$ cat src/rtl/mul_unit_pkg.sv
// Shared types and constants for the iterative RV32M multiplier.
// MUL_RADIX4_EN selects two multiplier bits per iteration instead of one.
package mul_unit_pkg;

  localparam int unsigned XLEN = 32;

  typedef logic [XLEN-1:0]   word;
  typedef logic [2*XLEN-1:0] dword;

  typedef enum logic [1:0] {
    MUL    = 2'b00,
    MULH   = 2'b01,
    MULHSU = 2'b10,
    MULHU  = 2'b11
  } mul_op_t;

  typedef enum logic [1:0] {
    IDLE = 2'b00,
    RUN  = 2'b01,
    FIX  = 2'b10,
    DONE = 2'b11
  } mul_state_t;

`ifdef MUL_RADIX4_EN
  localparam int unsigned MUL_BITS_PER_STEP = 2;
`else
  localparam int unsigned MUL_BITS_PER_STEP = 1;
`endif

  localparam int unsigned MUL_STEPS = XLEN / MUL_BITS_PER_STEP;
  localparam int unsigned MUL_CNT_W = $clog2(MUL_STEPS);

  // Absolute value of a 32-bit operand; 0x80000000 maps onto itself, which is its unsigned magnitude.
  function automatic word mag(input word v, input logic is_neg);
    return is_neg ? word'(-v) : v;
  endfunction

endpackage

$ cat src/rtl/mul_unit_if.sv
// Core-to-multiplier handshake: operands and op in, stall/done/result out.
interface mul_unit_if;
  import mul_unit_pkg::*;

  logic    start;
  word     a;
  word     b;
  mul_op_t mul_op;
  logic    stall;
  logic    done;
  word     result;

  modport master (
    output start, a, b, mul_op,
    input  stall, done, result
  );

  modport slave (
    input  start, a, b, mul_op,
    output stall, done, result
  );

endinterface

$ cat src/rtl/mul_step.sv
// One shift-add iteration: adds the selected partial product into the accumulator.
// MUL_RADIX4_EN selects a 0/1x/2x/3x multiplicand per two multiplier bits.
module mul_step
  import mul_unit_pkg::*;
(
  input  dword                         acc_i,
  input  dword                         mcand_i,
`ifdef MUL_RADIX4_EN
  input  dword                         mcand3_i,
`endif
  input  logic [MUL_BITS_PER_STEP-1:0] bits_i,
  output dword                         acc_o
);

  dword pp;

  always_comb begin
    pp = '0;
`ifdef MUL_RADIX4_EN
    unique case (bits_i)
      2'd0: pp = '0;
      2'd1: pp = mcand_i;
      2'd2: pp = mcand_i << 1;
      2'd3: pp = mcand3_i;
    endcase
`else
    pp = bits_i[0] ? mcand_i : '0;
`endif
  end

  assign acc_o = acc_i + pp;

endmodule

$ cat src/rtl/mul_unit.sv
// Iterative sign-magnitude shift-add multiplier for MUL/MULH/MULHSU/MULHU.
// MUL_RADIX4_EN halves the iteration count; results are identical in both builds.
module mul_unit
  import mul_unit_pkg::*;
(
  input logic       clk,
  input logic       reset,
  mul_unit_if.slave bus
);

  localparam int unsigned STEPS = MUL_STEPS;

  mul_state_t           state_q;
  mul_op_t              op_q;
  logic                 neg_q;
  dword                 acc_q;
  dword                 acc_d;
  dword                 mcand_q;
  word                  mplier_q;
  logic [MUL_CNT_W-1:0] cnt_q;
  logic                 done_q;
  word                  result_q;
`ifdef MUL_RADIX4_EN
  dword                 mcand3_q;
`endif

  logic a_signed;
  logic b_signed;
  logic neg_a;
  logic neg_b;
  word  mag_a;
  word  mag_b;
  dword prod;

  // Operand sign handling at acceptance; MUL's low half is sign-agnostic.
  assign a_signed = (bus.mul_op == MULH) || (bus.mul_op == MULHSU);
  assign b_signed = (bus.mul_op == MULH);
  assign neg_a    = a_signed && bus.a[XLEN-1];
  assign neg_b    = b_signed && bus.b[XLEN-1];
  assign mag_a    = mag(bus.a, neg_a);
  assign mag_b    = mag(bus.b, neg_b);

  assign prod = neg_q ? dword'(-acc_q) : acc_q;

  mul_step u_step (
    .acc_i    (acc_q),
    .mcand_i  (mcand_q),
`ifdef MUL_RADIX4_EN
    .mcand3_i (mcand3_q),
`endif
    .bits_i   (mplier_q[MUL_BITS_PER_STEP-1:0]),
    .acc_o    (acc_d)
  );

  always_ff @(posedge clk) begin
    if (reset) begin
      state_q  <= IDLE;
      op_q     <= MUL;
      neg_q    <= 1'b0;
      acc_q    <= '0;
      mcand_q  <= '0;
      mplier_q <= '0;
      cnt_q    <= '0;
      done_q   <= 1'b0;
      result_q <= '0;
`ifdef MUL_RADIX4_EN
      mcand3_q <= '0;
`endif
    end else begin
      done_q <= 1'b0;
      unique case (state_q)
        IDLE: begin
          if (bus.start) begin
            op_q     <= bus.mul_op;
            neg_q    <= neg_a ^ neg_b;
            acc_q    <= '0;
            cnt_q    <= '0;
            mcand_q  <= dword'(mag_a);
            mplier_q <= mag_b;
`ifdef MUL_RADIX4_EN
            mcand3_q <= (dword'(mag_a) << 1) + dword'(mag_a);
`endif
            state_q  <= RUN;
          end
        end
        RUN: begin
          // Multiplicand walks left while the multiplier walks right past the low bits.
          acc_q    <= acc_d;
          mcand_q  <= mcand_q << MUL_BITS_PER_STEP;
          mplier_q <= mplier_q >> MUL_BITS_PER_STEP;
`ifdef MUL_RADIX4_EN
          mcand3_q <= mcand3_q << MUL_BITS_PER_STEP;
`endif
          cnt_q    <= cnt_q + MUL_CNT_W'(1);
          if (cnt_q == MUL_CNT_W'(STEPS - 1)) begin
            state_q <= FIX;
          end
        end
        FIX: begin
          result_q <= (op_q == MUL) ? prod[XLEN-1:0] : prod[2*XLEN-1:XLEN];
          done_q   <= 1'b1;
          state_q  <= DONE;
        end
        DONE: begin
          state_q <= IDLE;
        end
      endcase
    end
  end

  assign bus.stall  = ((state_q == IDLE) && bus.start) || (state_q == RUN) || (state_q == FIX);
  assign bus.done   = done_q;
  assign bus.result = result_q;

endmodule

$ cat src/flat_wrapper.sv
// flat-port wrapper written by rule: the top's interface ports become plain ports
module mul_unit_flat import mul_unit_pkg::*;
  (clk, reset, bus_start, bus_a, bus_b, bus_mul_op, bus_stall, bus_done, bus_result);
  mul_unit_if bus_i ();
  input logic clk;
  input logic reset;
  input wire logic [$bits(bus_i.start)-1:0] bus_start;
  input wire logic [$bits(bus_i.a)-1:0] bus_a;
  input wire logic [$bits(bus_i.b)-1:0] bus_b;
  input wire logic [$bits(bus_i.mul_op)-1:0] bus_mul_op;
  output wire logic [$bits(bus_i.stall)-1:0] bus_stall;
  output wire logic [$bits(bus_i.done)-1:0] bus_done;
  output wire logic [$bits(bus_i.result)-1:0] bus_result;
  assign bus_i.start = bus_start;
  assign bus_i.a = bus_a;
  assign bus_i.b = bus_b;
  assign bus_i.mul_op = bus_mul_op;
  assign bus_stall = bus_i.stall;
  assign bus_done = bus_i.done;
  assign bus_result = bus_i.result;
  mul_unit u_core (.clk(clk), .reset(reset), .bus(bus_i));
endmodule
$ cat config.mk
export PLATFORM = sky130hd
export DESIGN_NAME = mul_unit_flat
export DESIGN_NICKNAME = d
export VERILOG_FILES = /design/src/rtl/mul_unit_pkg.sv /design/src/rtl/mul_unit_if.sv /design/src/rtl/mul_step.sv /design/src/rtl/mul_unit.sv /design/src/flat_wrapper.sv
export SDC_FILE = /design/constraint.sdc
export NUM_CORES = 1
export LEC_CHECK = 0
export CAP_MARGIN = 30
export CORE_ASPECT_RATIO = 1.2
export CORE_MARGIN = 1
export CORE_UTILIZATION = 25
export CTS_BUF_LIST = sky130_fd_sc_hd__clkbuf_16
export CTS_CLUSTER_SIZE = 14
export DETAILED_ROUTE_END_ITERATION = 7
export GPL_ROUTABILITY_DRIVEN = 0
export MAX_ROUTING_LAYER = met4
export PLACE_DENSITY_LB_ADDON = 0.05
export SLEW_MARGIN = 40
export SYNTH_ARGS = -nofsm -noshare
export SYNTH_HDL_FRONTEND = slang
export SYNTH_SLANG_ARGS = --single-unit
export TNS_END_PERCENT = 5
$ cat constraint.sdc
create_clock -name clk -period 5.15 [get_ports clk]
set_input_delay 1.03 -clock clk [delete_from_list [all_inputs] [get_ports clk]]
set_output_delay 1.03 -clock clk [all_outputs]
set_load 0.02 [all_outputs]
# After elaboration in Yosys (flattened, before gate mapping)
# Cells that the tools add are included.
[totals]
ff_bits = 203
output_inout_bits = 34
word_cells = 52
inputBits = 69
[classes]
n_reduce_logical = 12
n_eq_ne = 8
bitwise = 1
add_sub_neg = 5
muxes = 17
[ops]
columns = ["cell", "n"]
rows = [
  ["two-way mux 64 bit", 4],
  ["case mux 64 bit (2 select lines)", 2],
  ["two-way mux 32 bit", 4],
  ["adder 64 bit", 1],
  ["negator 32 bit", 2],
  ["negator 64 bit", 1],
  ["case mux 32 bit (2 select lines)", 1],
  ["case mux 5 bit (2 select lines)", 1],
  ["case mux 2 bit (4 select lines)", 1],
  ["equality test 2 bit (second input constant)", 3],
  ["AND reduction 2 bit", 3],
  ["adder 5 x 1 -> 5 bit (second input constant)", 1],
  ["equality test 5 bit (second input constant)", 1],
  ["two-way mux 5 bit", 1],
  ["equality test 2 x 1 -> 1 bit (second input constant)", 2],
  ["zero test 2 bit", 2],
  ["two-way mux 2 bit", 2],
  ["logical AND 1 bit", 3],
  ["logical OR 1 bit", 3],
  ["inequality test 2 x 1 -> 1 bit (second input constant)", 1],
  ["inequality test 2 bit (second input constant)", 1],
  ["nonzero test 2 bit", 1],
  ["two-way mux 1 bit", 1],
  ["XOR 1 bit", 1],
]

# Longest topological paths before layout
[depth]
depth_word = 6
depth_mapped = 15
ltp_nobuf = 14

# Modules after synthesis
# From an unflattened synthesis, not the netlist that was laid out.
[hier_totals]
hier_cells = 2041
area_unflattened_um2 = 15353.5
[by_module_without_submodules]
columns = ["mod", "cells_each", "instances", "seq_area_each_um2", "area_each_um2"]
rows = [
  ["mul_unit", 1412, 1, 4063.9, 11130.7],
  ["mul_step", 629, 1, 0.0, 4222.8],
]

# Least setup slack after synthesis
# OpenSTA, ideal clock, no wires.
[synth_path]
path_kind = "reg2reg"
startpoint = "register u_core.mplier_q[0]"
endpoint = "register u_core.acc_q[60]"
setup_time_ns = 0.117
path_stages_with_launch = 16
period_less_slack_ns = 3.727
path_slack_ns = 1.423
arrival_ns = 3.609
cell_sequence = "dfxtp_1 -> clkbuf_1 -> and2_1 -> ha_1 -> inv_1 -> fa_1 -> nor2b_1 -> o2111ai_1 -> a2111o_1 -> a2111oi_0 -> o31ai_1 -> a211oi_1 -> nor2_1 -> a211oi_1 -> o21ai_0 -> a32o_1"
[synth_via]
elab_chain_len = 3
[synth_rtl]
columns = ["item", "line_no", "rtl"]
rows = [
  ["start: declaration", "mul_unit.sv:19", "word mplier_q;"],
  ["start signal: assignment", "mul_unit.sv:79", "mplier_q <= mag_b;"],
  ["start signal: assignment", "mul_unit.sv:90", "mplier_q <= mplier_q >> MUL_BITS_PER_STEP;"],
  ["two-way mux 64 bit", "mul_step.sv:27", "pp = bits_i[0] ? mcand_i : '0;"],
  ["adder 64 bit", "mul_step.sv:31", "assign acc_o = acc_i + pp;"],
  ["case mux 64 bit (2 select lines)", "mul_unit.sv:71", "unique case (state_q)"],
  ["end signal: assignment", "mul_unit.sv:60", "acc_q <= '0;"],
  ["end signal: assignment", "mul_unit.sv:76", "acc_q <= '0;"],
  ["end signal: assignment", "mul_unit.sv:88", "acc_q <= acc_d;"],
  ["end: declaration", "mul_unit.sv:16", "dword acc_q;"],
]
# Every way passes these cells.
# A chain may end at the register's enable or synchronous reset.

# Worst setup path after layout
[layout_path]
startpoint = "register u_core.mplier_q[0]"
endpoint = "register u_core.acc_q[63]"
# Same word-level chain as after synthesis.

==> flow_metrics.tcl <==
set metrics [dict create \
    status "completed" \
    syn_inst 2011 \
    fin_util_pct 30.0 \
    synth_area_um2 14600 \
    clk_latency_ns 0.57 \
    clock.fmax_mhz 238 \
    tightest_slew_ns 0.762 \
    relSlewSlack_pct 49.2 \
    cts.htree.levels 1 \
    ir_worst_vdd_v 0.000222 \
    synth_area_leaders "dfxtp_1 28%, nand2_1 8.3%, xnor2_1 6.7%" \
    synth_area_per_cell_um2 7.27 \
    vias 14100 \
    synth_warnings 0 \
    total_power_mw 6.55 \
    r2r_start "u_core.mplier_q[0]" \
    cp.required_ns 5.63 \
    rows 96 \
    p_leak_nw 6.76 \
    diodes 0 \
    fin_tns_setup_ns 0 \
    nFillCells 6232 \
    drt_iter0_drc 648 \
    die_area_um2 59400 \
    drc 0 \
    postCtsSetupBuffers 0 \
    cap_violations 0 \
    cts-hold-fix-buffers 0 \
    hp-start "u_core.bus.result[19]" \
    synth_top_area_cell "dfxtp_1" \
    first_pass_iters 5 \
    pin_count 103 \
    portBuffers 102 \
    hold_ws_ns 0.442 \
    drive_gt1_share_pct 4.61 \
    nNetsFinal 2183 \
    finalMaxSlewViolations 0 \
    numClockSinks 203 \
    die_width_um 223 \
    fin_ws_ns 0.947 \
    endpoint_kind "flop" \
    pwr_density_cell_nw_per_um2 380 \
    placed_cells 2747 \
    overflow 0 \
    via_per_inst 5.04 \
    syn_nets 2153 \
    grt_pass1_vias 14000 \
    routed_wl_um 53000 \
    skew_ns 0.0214 \
    place_area_um2 16400 \
    finalCriticalPeriod_ns 4.20 \
    antenna_found_initial 0 \
    hold_violations 0 \
    synth_edf_count 0 \
    cts_buffers 27 \
    yosysUniqueCellTypes 67 \
    rrSetupSlack_ns 0.95 \
    seq_area_frac_synth_pct 27.8 \
    cp_max_fo 36 \
    critPathLaunchType "flop" \
    critPathLaunch "u_core.mplier_q[0]" \
    dpl_worst_slack_ns 0.950 \
    synthFlopType "dfxtp_1" \
    synth_commonest_cells "325 x nand2_1, 203 x dfxtp_1, 186 x a21oi_1" \
    crit_arrival_ns 4.68 \
    ys_ff_latch 203 \
    design.core.area_um2 57500 \
    ant_nets 0 \
    cts_resized 0 \
    fin_cells 2796 \
    areaGrowthSynthToFinish_pct 18.1 \
    rsz0062_at_grt "false" \
    hold_class "flop to flop" \
    synth_top_area_share_pct 27.8 \
    setup_viol 0 \
    cts_root_buf "clkbuf_16" \
    finalCritPeriodShare_pct 81.6 \
    critPathKind "flop to flop" \
    avgRoutedWirePerCell_um 19.0 \
    start_util_pct 25.4 \
    grtUsageTotal_pct 18.1 \
    clock_path_buffers 3 \
    hpwl_um 39800 \
    tritoncts "built" \
    synth-async-reset-ratio_pct 0 \
    synth_most_common_cell "nand2_1" \
    final_area_um2 17300 \
    clkTransAtPathRegs_ns 0.06 \
    grt_pass1_wl_um 82400 \
    fp.dieH_um 267 \
    grt_max_degree 100 \
]
[logic make-up (layout without fill, tap and decap cells)]
logic type | count (synthesis) | after routing | synth area share, %
AND/OR/NAND/NOR | 775 | 775 | 24.6
AO/OA/AOI/OAI | 612 | 612 | 25.9
flip-flops | 203 | 203 | 27.8
XOR/XNOR | 173 | 173 | 10.4
buffers and inverters | 164 | 214 | 4.23
adder cells (fa/ha/maj) | 73 | 73 | 6.30
multiplexers | 11 | 11 | 0.753
[sequential cells by signal, indices dropped and copies added, names as in the netlist]
register / cells
u_core.state_q: 2
u_core.mplier_q: 32
u_core.bus.done: 1
u_core.acc_q: 64
u_core.mcand_q: 64
u_core.neg_q: 1
u_core.bus.result: 32
u_core.cnt_q: 5
u_core.op_q: 2
[layout by cell type (no fill, tap or decap), types with 57 or more instances in the layout]
cell type	count
xor2_1	61
nand2_1	325
nor2_1	177
and2_1	68
xnor2_1	112
dfxtp_1	201
a21oi_1	186
a22oi_1	57
clkdlybuf4s50_1	101
ha_1	70
o21ai_0	159
[layout make-up]
class | instances | area, µm² | area share, %
multi-input combinational | 1644 | 9980 | 57.8
sequential | 203 | 4070 | 23.6
timing repair buffer | 125 | 1230 | 7.13
tap | 735 | 920 | 5.33
clock buffer | 27 | 676 | 3.91
clock inverter | 22 | 236 | 1.37
inverter | 40 | 150 | 0.870
[path summary, 6_finish.rpt]
kind | cells after the start | end
min | 2 | u_core.bus.result[19]
max reg2reg | 14 | u_core.acc_q[63]
max | 14 | u_core.acc_q[63]
min reg2reg | 2 | u_core.bus.result[19]
[power by group]
| part | internal [mW] | total (mW) | switching (mW) |
|---|---|---|---|
| sequential | 1.85 | 2.06 | 0.215 |
| combinational | 0.806 | 2.51 | 1.70 |
| clock | 1.20 | 1.99 | 0.789 |
[worst max-delay path, stage by stage (launching register included)]
cell      delay [ns]
dfxtp_2         0.35
buf_4           0.23
and2_1          0.20
ha_1            0.42
and4_1          0.29
nand3_1         0.16
or4_1           0.49
a311oi_1        0.44
or4_1           0.23
nor2_1          0.09
o31ai_1         0.36
buf_4           0.20
o21ai_0         0.19
mux2i_1         0.18
a211oi_1        0.26
[routing by layer]
metal  GRT usage (%)  wire length [µm]  up-vias
li1                -                 -     7171
met1            22.0             24100     6684
met2            31.8             26400      175
met3            1.53              1340       52
met4            4.75              1150        0
met5               -                 0        -
(Power assumes the default switching activity.)
